`src/rtl/gpio_pkg.sv`:
```
// Shared GPIO definitions: register addresses and default bus width.
package gpio_pkg;

    localparam int GPIO_WIDTH = 32;

    localparam logic [1:0] GPIO_ADDR_LEVEL = 2'd0;
    localparam logic [1:0] GPIO_ADDR_RISE  = 2'd1;
    localparam logic [1:0] GPIO_ADDR_FALL  = 2'd2;
    localparam logic [1:0] GPIO_ADDR_MASK  = 2'd3;

endpackage

```
`src/rtl/gpio_in_sampler_if.sv`:
```
// Host register bus for the GPIO input sampler (same sel/wen/ren/addr bus as the output bank).
interface gpio_in_sampler_if
    import gpio_pkg::*;
#(
    parameter int WIDTH = GPIO_WIDTH
);

    logic             sel;
    logic             wen;
    logic             ren;
    logic [1:0]       addr;
    logic [WIDTH-1:0] datain;
    logic [WIDTH-1:0] dataout;
    logic             rvalid;

    modport master (
        output sel, wen, ren, addr, datain,
        input  dataout, rvalid
    );

    modport slave (
        input  sel, wen, ren, addr, datain,
        output dataout, rvalid
    );

endinterface

```
`src/rtl/gpio_sync.sv`:
```
// WIDTH-bit two-flop synchronizer for asynchronous pad inputs, reset to 0.
module gpio_sync #(
    parameter int WIDTH = 32
) (
    input  logic             clk,
    input  logic             rstn,
    input  logic [WIDTH-1:0] d,
    output logic [WIDTH-1:0] q
);

    logic [WIDTH-1:0] s1;

    always_ff @(posedge clk or negedge rstn) begin
        if (!rstn) begin
            s1 <= '0;
            q  <= '0;
        end else begin
            s1 <= d;
            q  <= s1;
        end
    end

endmodule

```
`src/rtl/gpio_in_sampler.sv`:
```
// GPIO input sampler: synchronized pin levels, sticky W1C edge status, masked level irq.
// Optional pin debounce filter enabled by defining GPIO_IN_DEBOUNCE_EN.
module gpio_in_sampler
    import gpio_pkg::*;
#(
    parameter int WIDTH  = GPIO_WIDTH,
    parameter int DB_DIV = 16
) (
    input  logic               clk,
    input  logic               rstn,
    input  logic [WIDTH-1:0]   gpio_in,
    output logic               irq,
    gpio_in_sampler_if.slave   bus
);

    logic [WIDTH-1:0] s2;
    logic [WIDTH-1:0] lvl;
    logic [WIDTH-1:0] prev;
    logic [WIDTH-1:0] rise_st;
    logic [WIDTH-1:0] fall_st;
    logic [WIDTH-1:0] mask;
    logic [WIDTH-1:0] rise;
    logic [WIDTH-1:0] fall;
    logic [WIDTH-1:0] w1c_rise;
    logic [WIDTH-1:0] w1c_fall;
    logic [WIDTH-1:0] rdata_next;
    logic [1:0]       warm_cnt;
    logic             warm_done;
    logic             warm_step;
    logic             wr;
    logic             rd;

    if (DB_DIV < 2) begin : g_db_div_check
        $error("DB_DIV must be at least 2");
    end

    gpio_sync #(.WIDTH(WIDTH)) u_sync (
        .clk  (clk),
        .rstn (rstn),
        .d    (gpio_in),
        .q    (s2)
    );

`ifdef GPIO_IN_DEBOUNCE_EN
    localparam int DIV_W = $clog2(DB_DIV);

    logic [DIV_W-1:0] div_cnt;
    logic [WIDTH-1:0] shadow;
    logic [WIDTH-1:0] stable;
    logic             tick;

    assign tick   = (div_cnt == DIV_W'(DB_DIV - 1));
    assign stable = shadow ~^ s2;

    // A bit only moves when it matched across two consecutive ticks.
    always_ff @(posedge clk or negedge rstn) begin
        if (!rstn) begin
            div_cnt <= '0;
            shadow  <= '0;
            lvl     <= '0;
        end else if (tick) begin
            div_cnt <= '0;
            shadow  <= s2;
            lvl     <= (lvl & ~stable) | (s2 & stable);
        end else begin
            div_cnt <= div_cnt + 1'b1;
        end
    end

    // Warm-up counts ticks so the filtered level settles before edges are armed.
    assign warm_step = tick;
`else
    assign lvl       = s2;
    assign warm_step = 1'b1;
`endif

    assign warm_done = (warm_cnt == 2'd3);
    assign rise      = warm_done ? (lvl & ~prev) : '0;
    assign fall      = warm_done ? (~lvl & prev) : '0;

    assign wr       = bus.sel & bus.wen;
    assign rd       = bus.sel & bus.ren;
    assign w1c_rise = (wr && bus.addr == GPIO_ADDR_RISE) ? bus.datain : '0;
    assign w1c_fall = (wr && bus.addr == GPIO_ADDR_FALL) ? bus.datain : '0;

    always_comb begin
        rdata_next = mask;
        case (bus.addr)
            GPIO_ADDR_LEVEL: rdata_next = lvl;
            GPIO_ADDR_RISE:  rdata_next = rise_st;
            GPIO_ADDR_FALL:  rdata_next = fall_st;
            default:         rdata_next = mask;
        endcase
    end

    // Hardware edge set is OR-ed after the clear so it wins over a same-cycle W1C.
    always_ff @(posedge clk or negedge rstn) begin
        if (!rstn) begin
            warm_cnt    <= 2'd0;
            prev        <= '0;
            rise_st     <= '0;
            fall_st     <= '0;
            mask        <= '0;
            irq         <= 1'b0;
            bus.dataout <= '0;
            bus.rvalid  <= 1'b0;
        end else begin
            if (warm_step && !warm_done) begin
                warm_cnt <= warm_cnt + 2'd1;
            end
            prev    <= lvl;
            rise_st <= (rise_st & ~w1c_rise) | rise;
            fall_st <= (fall_st & ~w1c_fall) | fall;
            if (wr && bus.addr == GPIO_ADDR_MASK) begin
                mask <= bus.datain;
            end
            irq        <= |((rise_st | fall_st) & mask);
            bus.rvalid <= rd;
            if (rd) begin
                bus.dataout <= rdata_next;
            end
        end
    end

endmodule
```
`src/flat_wrapper.sv`:
```
// flat-port wrapper written by rule: the top's interface ports become plain ports
module gpio_in_sampler_flat import gpio_pkg::*;
#(
    parameter int WIDTH  = GPIO_WIDTH,
    parameter int DB_DIV = 16
)
  (clk, rstn, gpio_in, irq, bus_sel, bus_wen, bus_ren, bus_addr, bus_datain, bus_dataout, bus_rvalid);
  gpio_in_sampler_if #(.WIDTH(WIDTH)) bus_i ();
  input  logic clk;
  input  logic rstn;
  input  logic [WIDTH-1:0] gpio_in;
  output logic irq;
  input wire logic [$bits(bus_i.sel)-1:0] bus_sel;
  input wire logic [$bits(bus_i.wen)-1:0] bus_wen;
  input wire logic [$bits(bus_i.ren)-1:0] bus_ren;
  input wire logic [$bits(bus_i.addr)-1:0] bus_addr;
  input wire logic [$bits(bus_i.datain)-1:0] bus_datain;
  output wire logic [$bits(bus_i.dataout)-1:0] bus_dataout;
  output wire logic [$bits(bus_i.rvalid)-1:0] bus_rvalid;
  assign bus_i.sel = bus_sel;
  assign bus_i.wen = bus_wen;
  assign bus_i.ren = bus_ren;
  assign bus_i.addr = bus_addr;
  assign bus_i.datain = bus_datain;
  assign bus_dataout = bus_i.dataout;
  assign bus_rvalid = bus_i.rvalid;
  gpio_in_sampler #(.WIDTH(WIDTH), .DB_DIV(DB_DIV)) u_core (.clk(clk), .rstn(rstn), .gpio_in(gpio_in), .irq(irq), .bus(bus_i));
endmodule
```
`config.mk`:
```
export PLATFORM = sky130hd
export DESIGN_NAME = gpio_in_sampler_flat
export DESIGN_NICKNAME = d
export VERILOG_FILES = /design/src/rtl/gpio_pkg.sv /design/src/rtl/gpio_in_sampler_if.sv /design/src/rtl/gpio_sync.sv /design/src/rtl/gpio_in_sampler.sv /design/src/flat_wrapper.sv
export SDC_FILE = /design/constraint.sdc
export NUM_CORES = 1
export LEC_CHECK = 0
export CAP_MARGIN = 15
export CORE_MARGIN = 2
export CORE_UTILIZATION = 30
export DETAILED_ROUTE_END_ITERATION = 10
export HOLD_SLACK_MARGIN = 0.02
export PLACE_DENSITY = 0.56
export SKIP_LAST_GASP = 1
export SYNTH_ARGS = -nofsm -noshare
export SYNTH_HDL_FRONTEND = slang
export SYNTH_SLANG_ARGS = --single-unit
```
`constraint.sdc`:
```
create_clock -name clk -period 1.25 [get_ports clk]
set_input_delay 0.25 -clock clk [delete_from_list [all_inputs] [get_ports clk]]
set_output_delay 0.25 -clock clk [all_outputs]
set_load 0.05 [all_outputs]
```
Word-level counts from Yosys, hierarchy flattened

Index checks and enable logic that the tools add are counted.

Add/subtract/negate cells: 1
Equal/unequal tests: 4
Multiplexer cells: 5
Bitwise operators: 14
Reductions and logical operators: 5

Operators with widths:

| cell                                          | count |
|---|---|
| AND 32 bit                                    | 5 |
| two-way mux 32 bit                            | 4 |
| inverter 32 bit                               | 4 |
| bitwise OR 32 bit                             | 3 |
| case mux 32 bit (3 select lines)              | 1 |
| OR reduction 32 bit                           | 1 |
| == test 2 bit, second input constant          | 3 |
| logical AND 1 bit                             | 3 |
| adder 2 x 1 -> 2 bit, second input constant   | 1 |
| AND 1 bit                                     | 2 |
| == test 2 x 1 -> 1 bit, second input constant | 1 |
| logical NOT 2 bit                             | 1 |

Flip-flop bits (word level): 228
Input bits: 71
Output and inout bits: 34
Word-level logic and storage cells: 39

Logic depth before layout (Yosys ltp)

Depth after elaboration: 6
Mapped depth: 7

By module

From an unflattened synthesis, not the netlist that was laid out.

Cell total of the unflattened synthesis: 627
Area, all modules: 8688.3 sq um

By module, submodules not included:

| module          | instances | cells each | area each (sq um) | sequential area each (sq um) |
|---|---|---|---|---|
| gpio_in_sampler | 1         | 563        | 7086.8            | 4103.9 |
| gpio_sync       | 1         | 64         | 1601.5            | 1601.5 |

Worst setup path before layout

No wires, ideal clock.

Path type: input-to-reg
Start: in bus_addr[1]
End: reg u_core.bus.dataout[17]
Library setup time: 125 ps
Data arrival time: 1282 ps
Data required time: 1125 ps
Setup slack: -157 ps
Stages on the path: 5
Buffers on the path: 3
Cells stage by stage: buf_6 > buf_6 > buf_2 > mux4_2 > mux2_2

Longest elaborated chain between the ends: 2
Elaborated cells between the ends (all ways): 4
Classes of those cells: 2 x eq/ne; 1 x mux; 1 x reduce/logical

RTL lines:

| element                                     | line                     | source |
|---|---|---|
| from (decl)                                 | flat_wrapper.sv:16       | `input wire logic [$bits(bus_i.addr)-1:0] bus_addr;` |
| == test 2 bit, or another cell as far along | gpio_in_sampler.sv:88    | `case (bus.addr)` |
| case mux 32 bit (3 select lines) (*)        | gpio_in_sampler.sv:88    |  |
| to (signal assigned)                        | gpio_in_sampler.sv:120   | `bus.dataout <= rdata_next;` |
| to (decl)                                   | gpio_in_sampler_if.sv:23 | `output dataout, rvalid` |

Mark *: on every way between the ends. The rest lies on a longest branch, timed or not.
A chain may end at the register's enable or synchronous reset.

Worst setup path in the final report

Start: reg u_core.fall_st[19]
End: reg u_core.irq

Longest elaborated chain between the ends: 3

RTL lines:

| element                | line                   | source |
|---|---|---|
| from (decl)            | gpio_in_sampler.sv:20  | `logic [WIDTH-1:0] fall_st;` |
| from (signal assigned) | gpio_in_sampler.sv:113 | `fall_st <= (fall_st & ~w1c_fall) \| fall;` |
| bitwise OR 32 bit      | gpio_in_sampler.sv:117 | `irq <= \|((rise_st \| fall_st) & mask);` |
| AND 32 bit             | gpio_in_sampler.sv:117 |  |
| OR reduction 32 bit    | gpio_in_sampler.sv:117 |  |
| to (signal assigned)   | gpio_in_sampler.sv:117 |  |
| to (decl)              | gpio_in_sampler.sv:12  | `output logic irq,` |

No other way between the ends.

==> results <==
- The run finished, with violations left.
- The final reports fail on setup timing.
- The number of global-route vias before repair is a little over 6000.
- The worst path arrival time is 1.91 ns.
- The largest total area in the synthesized netlist belongs to sky130_fd_sc_hd__dfrtp_1.
- The number of placed instances, taps included, is 1179.
- For the final database, setup skew stands at 0.00760 ns.
- By area the synthesized netlist is led by sky130_fd_sc_hd__dfrtp_1, sky130_fd_sc_hd__mux2_2, sky130_fd_sc_hd__mux4_2.
- The library cells used most frequently in the layout, excluding fill and tap cells, are sky130_fd_sc_hd__dfrtp_1, sky130_fd_sc_hd__nand2_1, sky130_fd_sc_hd__buf_4.
- Along the worst path, the maximum fanout reaches 2.
- The total congestion overflow after global routing is 0.
- In this run the core area contains slightly above 60 standard-cell rows.
- A synthesized cell averages 13.9 sq um.
- The worst register-to-register path has a setup slack of -0.28 ns.
- The die outline width is roughly 170 microns.
- The ratio of final minimum period to clock period is 122%.
- The pin count of the biggest net entering global routing is 39.
- For the worst-skew pair, the clock arrives at the later sink with an insertion delay of between 0.5 and 0.6 ns.
- In this run the number of H-tree levels came out at 1.
- The initial antenna violation count is 0.
- The final setup TNS is -5.14 ns.
- The remaining number of nets flagged by the antenna check after routing is 0.
- Of the cells placed in the final design, the portion with a size suffix greater than 1 is 33.4%.
- The wire length reported by the detailed router is approximately 21000 microns.
- The hold violation total from the final report was 0.
- Sequential cells were found to cover between 60 and 70% of the synthesized design area.
- Detailed routing inserted a total of between 5000 and 6000 vias.
- The tree built by TritonCTS fans out to 228 sinks.
- The fmax is 655 MHz.
- Following the worst setup path forward leads to its endpoint at u_core.irq.
- The number of I/O port buffers is 104.
- The total of warnings raised by yosys is 0.
- The source of the critical timing path is u_core.fall_st[19].
- For the pin with the worst max-slew slack, the measured transition is 0.375 ns.
- The final critical path time including I/O delays and setup is 1.53 ns.
- Power spread over the standard cell area amounts to about 1700 nW/um^2.
- The core footprint is 28600 sq um.
- The total count of max-transition violations in the final report was 0.
- The cell area that synthesis handed to floorplanning was between 8000 and 9000 sq um.
- At the end of routability-driven placement, the weighted congestion stood at between 0.7 and 0.8.
- Setup repair after global routing could not meet its margin everywhere.
- The pre-antenna-repair detailed-routing pass consisted of 4 iterations.
- The final layout net count is a little over 900.
- After synthesis the netlist holds a flip-flop and latch count of about 230.
- For this design the static power due to leakage is around 5.3 nW.
- The detail-routed net length per standard cell is approximately 17 microns.
- Total power for the finished layout comes to roughly 21 mW.
- The clock buffer count from CTS is 26.
- 0 antenna diodes ended up in the layout.
- Synthesis handed over a netlist of 627 instances.
- The kind of end point of the critical path is a flip-flop.
- Setup violations remaining at the end of the flow were counted as a little over 60.
- Once layout is complete, the cells apart from fillers number between 1000 and 1500.
- The CTS tree is yes.
- Data on the critical path is required at its endpoint by approximately 1.6 ns.
- The iteration-0 DRC count of the detailed router is slightly below 400.
- The half-perimeter wire length of the detailed placement result is 14500 microns.
- Leaving out fill and tap cells, the most frequent cell in the layout is sky130_fd_sc_hd__dfrtp_1.
- The post-synthesis cell type count is 22.
- The area enclosed by the die boundary is between 30000 and 40000 sq um.
- The area growth from synthesis to layout is 43.0%.
- 105 I/O pins were placed.
- The worst-case vdd ir drop is about 0.9 mV.
- In the routed design, unresolved DRC markers number 0.
- Once the floorplan was initialized, standard cells occupied 30.3% of the core.
- The top cell type's share of synthesized area is between 60% and 70%.
- The clock slew seen by the registers of the worst setup and hold paths is 0.06 ns.
- The first global-routing pass estimated 34500 microns of wire.
- The die is ~170 microns tall.
- Max-cap violations in this run came to 0.
- Global routing consumed, over all layers together, 14.4% of the routing resources.
- Counting every net in the synthesized netlist gives 699.
- The type of the worst min-delay path is input port to flip-flop.
- The slack of the critical path is -0.277 ns.
- In this run the critical register-to-register path is captured at u_core.irq.
- The number of cells on the worst reg-to-reg path is 5.
- The max-slew headroom at the worst pin is between 70% and 80%.
- The critical register-to-register path startpoint is u_core.fall_st[19].
- The cell sitting at the root of the clock tree is a sky130_fd_sc_hd__clkbuf_16.
- The longest clock path from root to sink contains 3 buffers.
- The number of vias per cell is 4.60.
- The kind of launch point of the worst setup path is a flip-flop.
- The critical path in this run is classified as flip-flop to flip-flop.
## final cells by class
cell class              instances  area, sq um
clock buffers                  39          751
fillers                      2593        16200
clock inverters                 8          145
multi-input cells             361         2830
repair buffers                214         2470
inverters                      10         37.5
well taps                     384          480
flip-flops and latches        228         5710
## logic make-up (layout without fill, tap and decap cells)
group | Yosys count | count (layout) | synth area share (%)
compound gates | 96 | 96 | 7.09
flops | 228 | 228 | 65.7
fa+ha+maj | 1 | 1 | 0.144
buf+inv | 38 | 271 | 2.52
mux | 97 | 97 | 16.9
simple gates | 166 | 166 | 7.61
xor+xnor | 1 | 1 | 0.101
## layer usage
| metal | vias up | track usage (%) | routed length [microns] | part of all wire (%) |
|---|---|---|---|---|
| met2 | 140 | 22.5 | 9970 | 47 |
| met3 | 34 | 2.49 | 1020 | 4.8 |
| met4 | 0 | 3.85 | 486 | 2.3 |
| met1 | 2907 | 20.7 | 9930 | 46 |
| met5 | - | 0 | 0 | 0 |
| li1 | 2641 | - | - | - |
## cell usage after synthesis
cell,n
sky130_fd_sc_hd__ha_1,1
sky130_fd_sc_hd__clkbuf_1,7
sky130_fd_sc_hd__o21ai_0,63
sky130_fd_sc_hd__nand3_1,1
sky130_fd_sc_hd__and4b_1,1
sky130_fd_sc_hd__mux2_2,65
sky130_fd_sc_hd__buf_2,11
sky130_fd_sc_hd__nor4_1,2
sky130_fd_sc_hd__o2bb2ai_1,24
sky130_fd_sc_hd__nand4_1,9
sky130_fd_sc_hd__nand2_1,152
sky130_fd_sc_hd__dfrtp_1,228
sky130_fd_sc_hd__nor2_2,1
sky130_fd_sc_hd__buf_6,3
sky130_fd_sc_hd__buf_4,2
sky130_fd_sc_hd__inv_1,10
sky130_fd_sc_hd__buf_1,3
sky130_fd_sc_hd__mux4_2,29
sky130_fd_sc_hd__xnor2_1,1
sky130_fd_sc_hd__buf_12,2
sky130_fd_sc_hd__mux4_1,3
sky130_fd_sc_hd__a32o_1,9
## per-stage QoR
stage	setup WS (ns)	util [%]	area [sq um]	hold WS (ns)
after floorplan	-0.0962	-	8720	-0.0456
after global placement	-0.432	39.4	11300	0.174
after detailed placement	-0.455	39.4	11300	0.172
after CTS	-0.225	42.7	12200	0.139
after global routing	-0.389	43.4	12400	0.146
final	-0.277	43.4	12400	0.163
## repair_timing
| action | in CTS | in global routing |
|---|---|---|
| endpoints found under the hold margin | 228 | 0 |
| resized for setup | 6 | 27 |
| hold buffers | 1 | 0 |
| buffers inserted | 5 | 12 |
| endpoints found under the setup margin | 61 | 89 |
| pin swaps | 2 | 2 |
## power breakdown
part / total [mW] / internal (mW) / leakage (nW) / switching (mW)
combinational: 4.11 / 2.27 / 2.43 / 1.84
sequential: 8.76 / 8.14 / 2.49 / 0.621
clock: 7.91 / 4.96 / 0.430 / 2.95
total: 20.8 / 15.4 / 5.35 / 5.41
## critical path, cell delays in order (launching register included)
cell                      delay, ns
sky130_fd_sc_hd__dfrtp_1       0.39
sky130_fd_sc_hd__o21ai_0       0.23
sky130_fd_sc_hd__buf_4         0.15
sky130_fd_sc_hd__nand4_1       0.17
sky130_fd_sc_hd__nor4_2        0.32
sky130_fd_sc_hd__nand2_1       0.13
## worst min path at each step
stage / from / to / slack [ns] / cells after the start
floorplan: rstn / u_core.bus.dataout[0] / -0.05 / 0
global placement: rstn / u_core.bus.dataout[8] / 0.17 / 1
detailed placement: rstn / u_core.bus.dataout[8] / 0.17 / 1
CTS: gpio_in[28] / u_core.u_sync.s1[28] / 0.14 / 1
global route: gpio_in[28] / u_core.u_sync.s1[28] / 0.15 / 1
finish: gpio_in[28] / u_core.u_sync.s1[28] / 0.16 / 1
## registers in the layout (all words and copies together) (netlist names)
signal              cells
u_core.mask            32
u_core.u_sync.q        32
u_core.fall_st         32
u_core.bus.dataout     32
u_core.u_sync.s1       32
u_core.rise_st         32
u_core.irq              1
u_core.warm_cnt         2
u_core.prev            32
u_core.bus.rvalid       1
No activity file was read; power rests on OpenSTA's default activity.
